File: config.mk
export PLATFORM = sky130hd
export DESIGN_NAME = alu_multibyte_sequencer
export DESIGN_NICKNAME = d
export VERILOG_FILES = /design/src/rtl/alu_multibyte_sequencer.sv
export SDC_FILE = /design/constraint.sdc
export NUM_CORES = 1
export LEC_CHECK = 0
export ABC_CLOCK_PERIOD_IN_PS = 1250
export CORE_MARGIN = 2
export CORE_UTILIZATION = 42
export DETAILED_ROUTE_END_ITERATION = 7
export PLACE_DENSITY = 0.85
export SYNTH_ARGS = -nofsm -noshare
export SYNTH_HDL_FRONTEND = slang
export SYNTH_SLANG_ARGS = --single-unit
File: constraint.sdc
create_clock -name clk -period 1.25 [get_ports clk]
set_input_delay 0.1875 -clock clk [delete_from_list [all_inputs] [get_ports clk]]
set_output_delay 0.1875 -clock clk [all_outputs]
set_load 0.01 [all_outputs]
File: src/rtl/alu_multibyte_sequencer.sv
`default_nettype none
// +--------------------------------------------------------------------------+
// | alu_multibyte_sequencer: drives an external 8-bit adder byte-serially to  |
// | build NBYTES-wide ADD/ADC/SUB/SBB results with C/Z/N/V flags.  Rev 1.0    |
// +--------------------------------------------------------------------------+
module alu_multibyte_sequencer #(
  parameter int NBYTES = 2
) (
  input  logic                  clk,
  input  logic                  rst_n,
  input  logic                  in_valid,
  output logic                  in_ready,
  input  logic [8*NBYTES-1:0]   in_a,
  input  logic [8*NBYTES-1:0]   in_b,
  input  logic [1:0]            in_op,
  input  logic                  in_carry,
  output logic [7:0]            add_a,
  output logic [7:0]            add_b,
  output logic                  add_cin,
  input  logic [7:0]            add_sum,
  input  logic                  add_cout,
  output logic                  out_valid,
  input  logic                  out_ready,
  output logic [8*NBYTES-1:0]   out_result,
  output logic                  out_c,
  output logic                  out_z,
  output logic                  out_n,
  output logic                  out_v
);

  localparam int W           = 8 * NBYTES;
  localparam int SW          = $clog2(W);
  localparam logic [2:0] LAST = 3'(NBYTES - 1);

  typedef enum logic [1:0] {
    IDLE = 2'd0,
    RUN  = 2'd1,
    DONE = 2'd2
  } state_t;

  state_t         state_q, state_d;
  logic [2:0]     idx_q, idx_d;
  logic [W-1:0]   a_q, a_d;
  logic [W-1:0]   b_q, b_d;
  logic           carry_q, carry_d;
  logic           zacc_q, zacc_d;
  logic [W-1:0]   result_q, result_d;
  logic           c_q, c_d;
  logic           z_q, z_d;
  logic           n_q, n_d;
  logic           v_q, v_d;
  logic [SW-1:0]  bit_base;

  assign bit_base = SW'({idx_q, 3'b000});

  always_comb begin
    state_d  = state_q;
    idx_d    = idx_q;
    a_d      = a_q;
    b_d      = b_q;
    carry_d  = carry_q;
    zacc_d   = zacc_q;
    result_d = result_q;
    c_d      = c_q;
    z_d      = z_q;
    n_d      = n_q;
    v_d      = v_q;
    add_a    = 8'd0;
    add_b    = 8'd0;
    add_cin  = 1'b0;

    case (state_q)
      IDLE: begin
        if (in_valid) begin
          a_d     = in_a;
          // Subtraction is A + ~B + carry; the carry seed is 1 for SUB, flag for ADC/SBB.
          b_d     = in_op[1] ? ~in_b : in_b;
          carry_d = in_op[0] ? in_carry : in_op[1];
          idx_d   = 3'd0;
          zacc_d  = 1'b1;
          state_d = RUN;
        end
      end
      RUN: begin
        add_a   = a_q[bit_base +: 8];
        add_b   = b_q[bit_base +: 8];
        add_cin = carry_q;
        result_d[bit_base +: 8] = add_sum;
        carry_d = add_cout;
        idx_d   = 3'(idx_q + 3'd1);
        zacc_d  = zacc_q & (add_sum == 8'd0);
        if (idx_q == LAST) begin
          c_d     = add_cout;
          v_d     = (a_q[W-1] == b_q[W-1]) && (add_sum[7] != a_q[W-1]);
          n_d     = add_sum[7];
          z_d     = zacc_q && (add_sum == 8'd0);
          state_d = DONE;
        end
      end
      DONE: begin
        if (out_ready) begin
          state_d = IDLE;
        end
      end
      default: state_d = IDLE;
    endcase
  end

  always_ff @(posedge clk) begin
    if (!rst_n) begin
      state_q  <= IDLE;
      idx_q    <= 3'd0;
      a_q      <= '0;
      b_q      <= '0;
      carry_q  <= 1'b0;
      zacc_q   <= 1'b0;
      result_q <= '0;
      c_q      <= 1'b0;
      z_q      <= 1'b0;
      n_q      <= 1'b0;
      v_q      <= 1'b0;
    end else begin
      state_q  <= state_d;
      idx_q    <= idx_d;
      a_q      <= a_d;
      b_q      <= b_d;
      carry_q  <= carry_d;
      zacc_q   <= zacc_d;
      result_q <= result_d;
      c_q      <= c_d;
      z_q      <= z_d;
      n_q      <= n_d;
      v_q      <= v_d;
    end
  end

  assign in_ready   = (state_q == IDLE);
  assign out_valid  = (state_q == DONE);
  assign out_result = result_q;
  assign out_c      = c_q;
  assign out_z      = z_q;
  assign out_n      = n_q;
  assign out_v      = v_q;

endmodule
`default_nettype wire

# Word-level counts from Yosys, hierarchy flattened
# Cells that the tools add are included.
totals:
  output_inout_bits: 39
  latch_bits: 0
  regBits: 59
  ramBits: 0
  mem_bits_ro: 0
  mem_count: 0
classes:
  multipliers: 0
  add_sub_neg: 2
  n_shift: 4
  div: 0
  n_mux: 16
  n_eq_ne: 8
  magnitude_cmp: 0
  bitwise_logic: 2
  reduce_logical: 9
ops:
  columns: ["cell", "count"]
  rows:
  - ["variable part select 16 x 5 -> 8 bit", 2]
  - ["bitwise mux 16 bit", 1]
  - ["2-to-1 mux 16 bit", 1]
  - ["2-to-1 mux 8 bit", 2]
  - ["inverter 16 bit", 1]
  - ["variable shift 8 x 6 -> 16 bit, first input constant", 1]
  - ["variable part select 8 x 6 -> 16 bit", 1]
  - ["zero test 8 bit", 1]
  - ["2-to-1 mux 2 bit", 3]
  - ["negator 4 -> 6 bit", 1]
  - ["one-hot mux 2 bit (3 select lines)", 1]
  - ["one-hot mux 3 bit (2 select lines)", 1]
  - ["AND reduction 2 bit", 3]
  - ["2-to-1 mux 1 bit", 4]
  - ["inequality test 2 bit, second input constant", 2]
  - ["one-hot mux 1 bit (2 select lines)", 2]
  - ["adder 3 x 1 -> 3 bit, second input constant", 1]
  - ["== test 3 x 1 -> 1 bit, second input constant", 1]
  - ["2-to-1 mux 3 bit", 1]
  - ["AND reduction 3 bit", 1]
  - ["== test 2 x 1 -> 1 bit, second input constant", 1]
  - ["== test 2 bit, second input constant", 1]
  - ["logical AND 1 bit", 2]
  - ["zero test 2 bit", 1]
  - ["5 further kinds", 5]

# Longest topological paths before layout
logic_depth:
  depth_word: 3
  mapped_depth: 6

# Least setup slack after synthesis
# OpenSTA, ideal clock, no wires.
synth_timing:
  kind: "reg2reg"
  from: "register state_q[1]"
  to: "register idx_q[1]"
  setup_slack_ps: -104
  required_ps: 1135
  arrival_time_ps: 1239
  stages_incl_launch_ff: 6
  cell_sequence: "dfxtp_1 > buf_6 > or3b_1 > buf_6 > and3_4 > o21a_1"
synth_between:
  elab_chain_cells: 3
  word_cells_on_any_way: 6
  classes_between: "eq/ne: 2; mux: 1; reduce/logical: 3"
synth_lines:
  columns: ["item", "line_no", "rtl"]
  rows:
  - ["from (decl)", "41", "state_t state_q, state_d;"]
  - ["from (signal assigned)", "123", "state_q <= state_d;"]
  - ["== test 2 x 1 -> 1 bit / zero test 2 bit (equally long branches)", "72", "case (state_q)"]
  - ["nonzero test 2 bit (no source line) / inequality test 2 bit (equally long branches)", null, null]
  - ["AND reduction 2 bit (no source line)", null, null]
  - ["to (signal assigned)", "124", "idx_q <= idx_d;"]
  - ["to (decl)", "42", "logic [2:0] idx_q, idx_d;"]
# Several ways; a longest one is shown, not always the timed one.
# A chain may end at the register's enable or synchronous reset.

# Worst setup path in the final report
layout_timing:
  from: "register idx_q[0]"
  to: "output add_a[4]"
layout_between:
  elab_chain_cells: 2
layout_lines:
  columns: ["item", "line_no", "rtl"]
  rows:
  - ["variable part select 16 x 5 -> 8 bit", "85", "add_a = a_q[bit_base +: 8];"]
  - ["2-to-1 mux 8 bit", "72", null]
  - ["to (decl)", "17", "output logic [7:0] add_a,"]
# Every way passes these cells.

==> impl_metrics.yaml <==
synthesis:
  synth_xor_area_share_pct: 5.424
  synth_seq_cells: 59
  synth_compound_area_share_pct: 16.04
  yosys_warnings: 0
  yosysSeqAreaShare_pct: 43.03
  yosys.area_share.simple_pct: 19.23
  syn_inst: 303
  synthTopCellsByCount: "61 x nand2_1, 59 x dfxtp_1, 26 x mux2i_1"
  synth_edf_count: 0
  synthMuxAreaShare_pct: 9.891
  async_reset_ff_share_pct: 0
  syn_area_per_cell_um2: 9.060
  synth_cell_types: 34
  yosysTopAreaCell: "dfxtp_1"
  synthAdderAreaFrac_pct: 0.9116
  synth_top_family_by_area: "simple AND/OR/NAND/NOR gates"
  synth_area_leaders: "dfxtp_1 43%, mux2i_1 9.5%, nand2_1 8.3%"
  synth.net_count: 353
  ys.flop_type: "dfxtp_1"
  synth_top_area_share_pct: 43.03
  syn_area_mm2: 0.002745
  yosysMostFrequentCell: "nand2_1"
placement:
  place_ws_ns: -0.3761
  port_buffers: 86
  place_hpwl_um: 4778
  place_congestion: 0.7610
timing:
  slew_viol_final: 0
  hold_viol_final: 0
  max_freq_mhz: 618.4
  finalSetupViolations: 77
  fin_crit_sh_pct: 129.4
  tns_ns: -13.37
  layout_min_cycle_time_ns: 1.617
  relSlewSlack_pct: 74.44
  fin_ws_ns: -0.3670
  finClkSkew_ns: 0.005838
  tightest_slew_ns: 0.3782
  rsz0062_at_grt: "true"
power:
  intPower_mw: 3.848
  vdd_drop_max_v: 0.0007856
  p_comb_share_pct: 29.8
  total_power_mw: 5.425
  power_density_mw_per_mm2: 1078
  leakage_nw: 2.302
  clkPwrFrac_pct: 30.9
  p_switching_mw: 1.576
  swShare_pct: 29.06
  sequentialPowerShare_pct: 39.3
global_routing:
  grt_pass1_wl_um: 14800
  grt_max_degree: 29
  antenna_found_initial: 0
  grt_overflow: 0
  grt_usage_pct: 26.81
  first_global_vias: 2932
cells_and_area:
  drive_gt1_share_pct: 41.46
  antenna_cells: 0
  final_nets: 484
  area_growth_pct: 83.36
setup_path:
  crit_path_end_kind: "primary output"
  max_stage_delay_ns: 0.40
  critPathRequiredTime_ns: 1.06
  cp_max_fo: 5
  crit_type: "reg2out"
  arrival_ns: 1.43
  start_kind: "flop"
  crit_slowest_cell: "dfxtp_4"
  path_cells: "buf_4 > buf_8 > mux2i_1 > nor2_1 > buf_2"
run_status:
  violations: "negative setup slack"
  status: "complete, but fails checks"
drt:
  wire_per_inst_um: 18.61
  ant_nets: 0
  drtIter0Drc: 169
  wl_met2_um: 5112
  avgViaCountPerCell: 5.312
  vias: 2741
  dr_wl_met3_um: 446
  drc_errors: 0
  routed_wl_um: 9605
  met1_length_um: 3852
  firstDrtPassIters: 4
  top_layer: "met4"
die:
  die_area_mm2: 0.007199
  core_mm2: 0.006350
  core.rowCount: 29
  ios: 87
  die_x_um: 84.85
  initial_utilization_pct: 43.23
  dieHeight_um: 84.85
clock_tree:
  cts_sinks: 59
  hold_buffers: 0
  cts_tree: "built"
  clk_latency_ns: 0.34
  clkTransAtPathRegs_ns: 0.07
  clockRootBuffer: "clkbuf_8"
  clockBufferDepth: 2
  h-tree-depth: 3
  cts_buffers: 9
flow_run:
  max_cap_viol_count: 0
min_path:
  hold_class: "in2reg"
[cell families (layout without fill, tap and decap cells)]
group | after synthesis | count (layout)
buf+inv | 29 | 165
mux | 27 | 27
simple gates | 112 | 112
xor+xnor | 17 | 17
compound gates | 57 | 57
fa+ha+maj | 2 | 2
flops | 59 | 59
[routing by layer]
| layer | vias to the layer above | track usage (%) |
|---|---|---|
| li1 | 1290 | - |
| met1 | 1338 | 32.21 |
| met2 | 99 | 47.60 |
| met3 | 14 | 3.113 |
| met4 | 0 | 12.84 |
| met5 | - | 0 |
[state kept, by name, summed over array words and instances, names as in the netlist]
signal / count
zacc_q: 1
carry_q: 1
out_n: 1
out_v: 1
b_q: 16
out_result: 16
a_q: 16
state_q: 2
idx_q: 3
out_z: 1
out_c: 1
[timing repair]
| item | in CTS | in global routing |
|---|---|---|
| setup buffers | 19 | 6 |
| cloned | 11 | 0 |
| endpoints found under the hold margin | 0 | 0 |
| pin swaps | 23 | 27 |
| setup endpoints to repair | 95 | 77 |
| gates resized for setup | 211 | 69 |
[layout by cell type (no fill, tap or decap), types with 2 or more instances in the layout]
cell and instances:
a21boi_2 9, nor2_1 9, mux2i_4 9, buf_4 28
buf_16 4, dfxtp_1 56, buf_6 25, buf_8 2
nand2_2 7, buf_12 11, nor2_4 10, clkbuf_8 13
nand4_1 2, o21ai_0 8, nand2_1 21, nand3b_1 3
o211a_1 16, mux2i_2 2, mux2i_1 15, nand3_1 2
dfxtp_4 2, xnor2_1 17, o21a_1 3, clkdlybuf4s50_1 46
dlygate4sd2_1 20, inv_1 3, a21boi_1 15, buf_2 9
nor2b_1 12, nand2_4 33, clkbuf_1 2
[power groups by stage]
stage                     combinational [mW]  clock, mW  sequential (mW)
after CTS                               1.52       1.66             2.11
final                                   1.61       1.68             2.13
after detailed placement                1.01          0             2.12
after floorplan                        0.549          0             2.12
after global routing                    1.70       1.79             2.15
after global placement                 0.995          0             2.11
[stage by stage]
stage	hold slack [ns]	cell area [um2]	instances	util [%]
floorplan	0.3267	2836	303	-
global placement	0.4468	3929	472	61.87
detailed placement	0.4539	3929	472	61.87
CTS	0.3219	4872	517	76.73
global route	0.3367	5034	516	79.27
finish	0.3336	5034	516	79.27
[worst max-delay path: cells and delay by family (launching register included)]
kind | cells | cell delay, ns
DFF | 1 | 0.40
and+or+nand+nor | 1 | 0.08
muxes | 1 | 0.22
buffers and inverters | 3 | 0.39
[cell type report]
| cell class | count | area, um2 |
|---|---|---|
| Fill cell | 366 | 1316 |
| Clock buffer | 15 | 186.4 |
| Tap cell | 77 | 96.34 |
| Multi-Input combinational cell | 215 | 1979 |
| Sequential cell | 59 | 1190 |
| Timing Repair Buffer | 146 | 1565 |
| Clock inverter | 1 | 5.005 |
| Inverter | 3 | 11.26 |
[path summary, 6_finish.rpt]
path	startpoint	end	slack, ns	depth (start not counted)
min reg2reg	a_q[2]	a_q[2]	0.47	2
max reg2reg	idx_q[0]	out_n	-0.25	7
max	idx_q[0]	add_a[4]	-0.37	5
min	rst_n	out_v	0.33	4
Power figures use the tool's default switching activity.
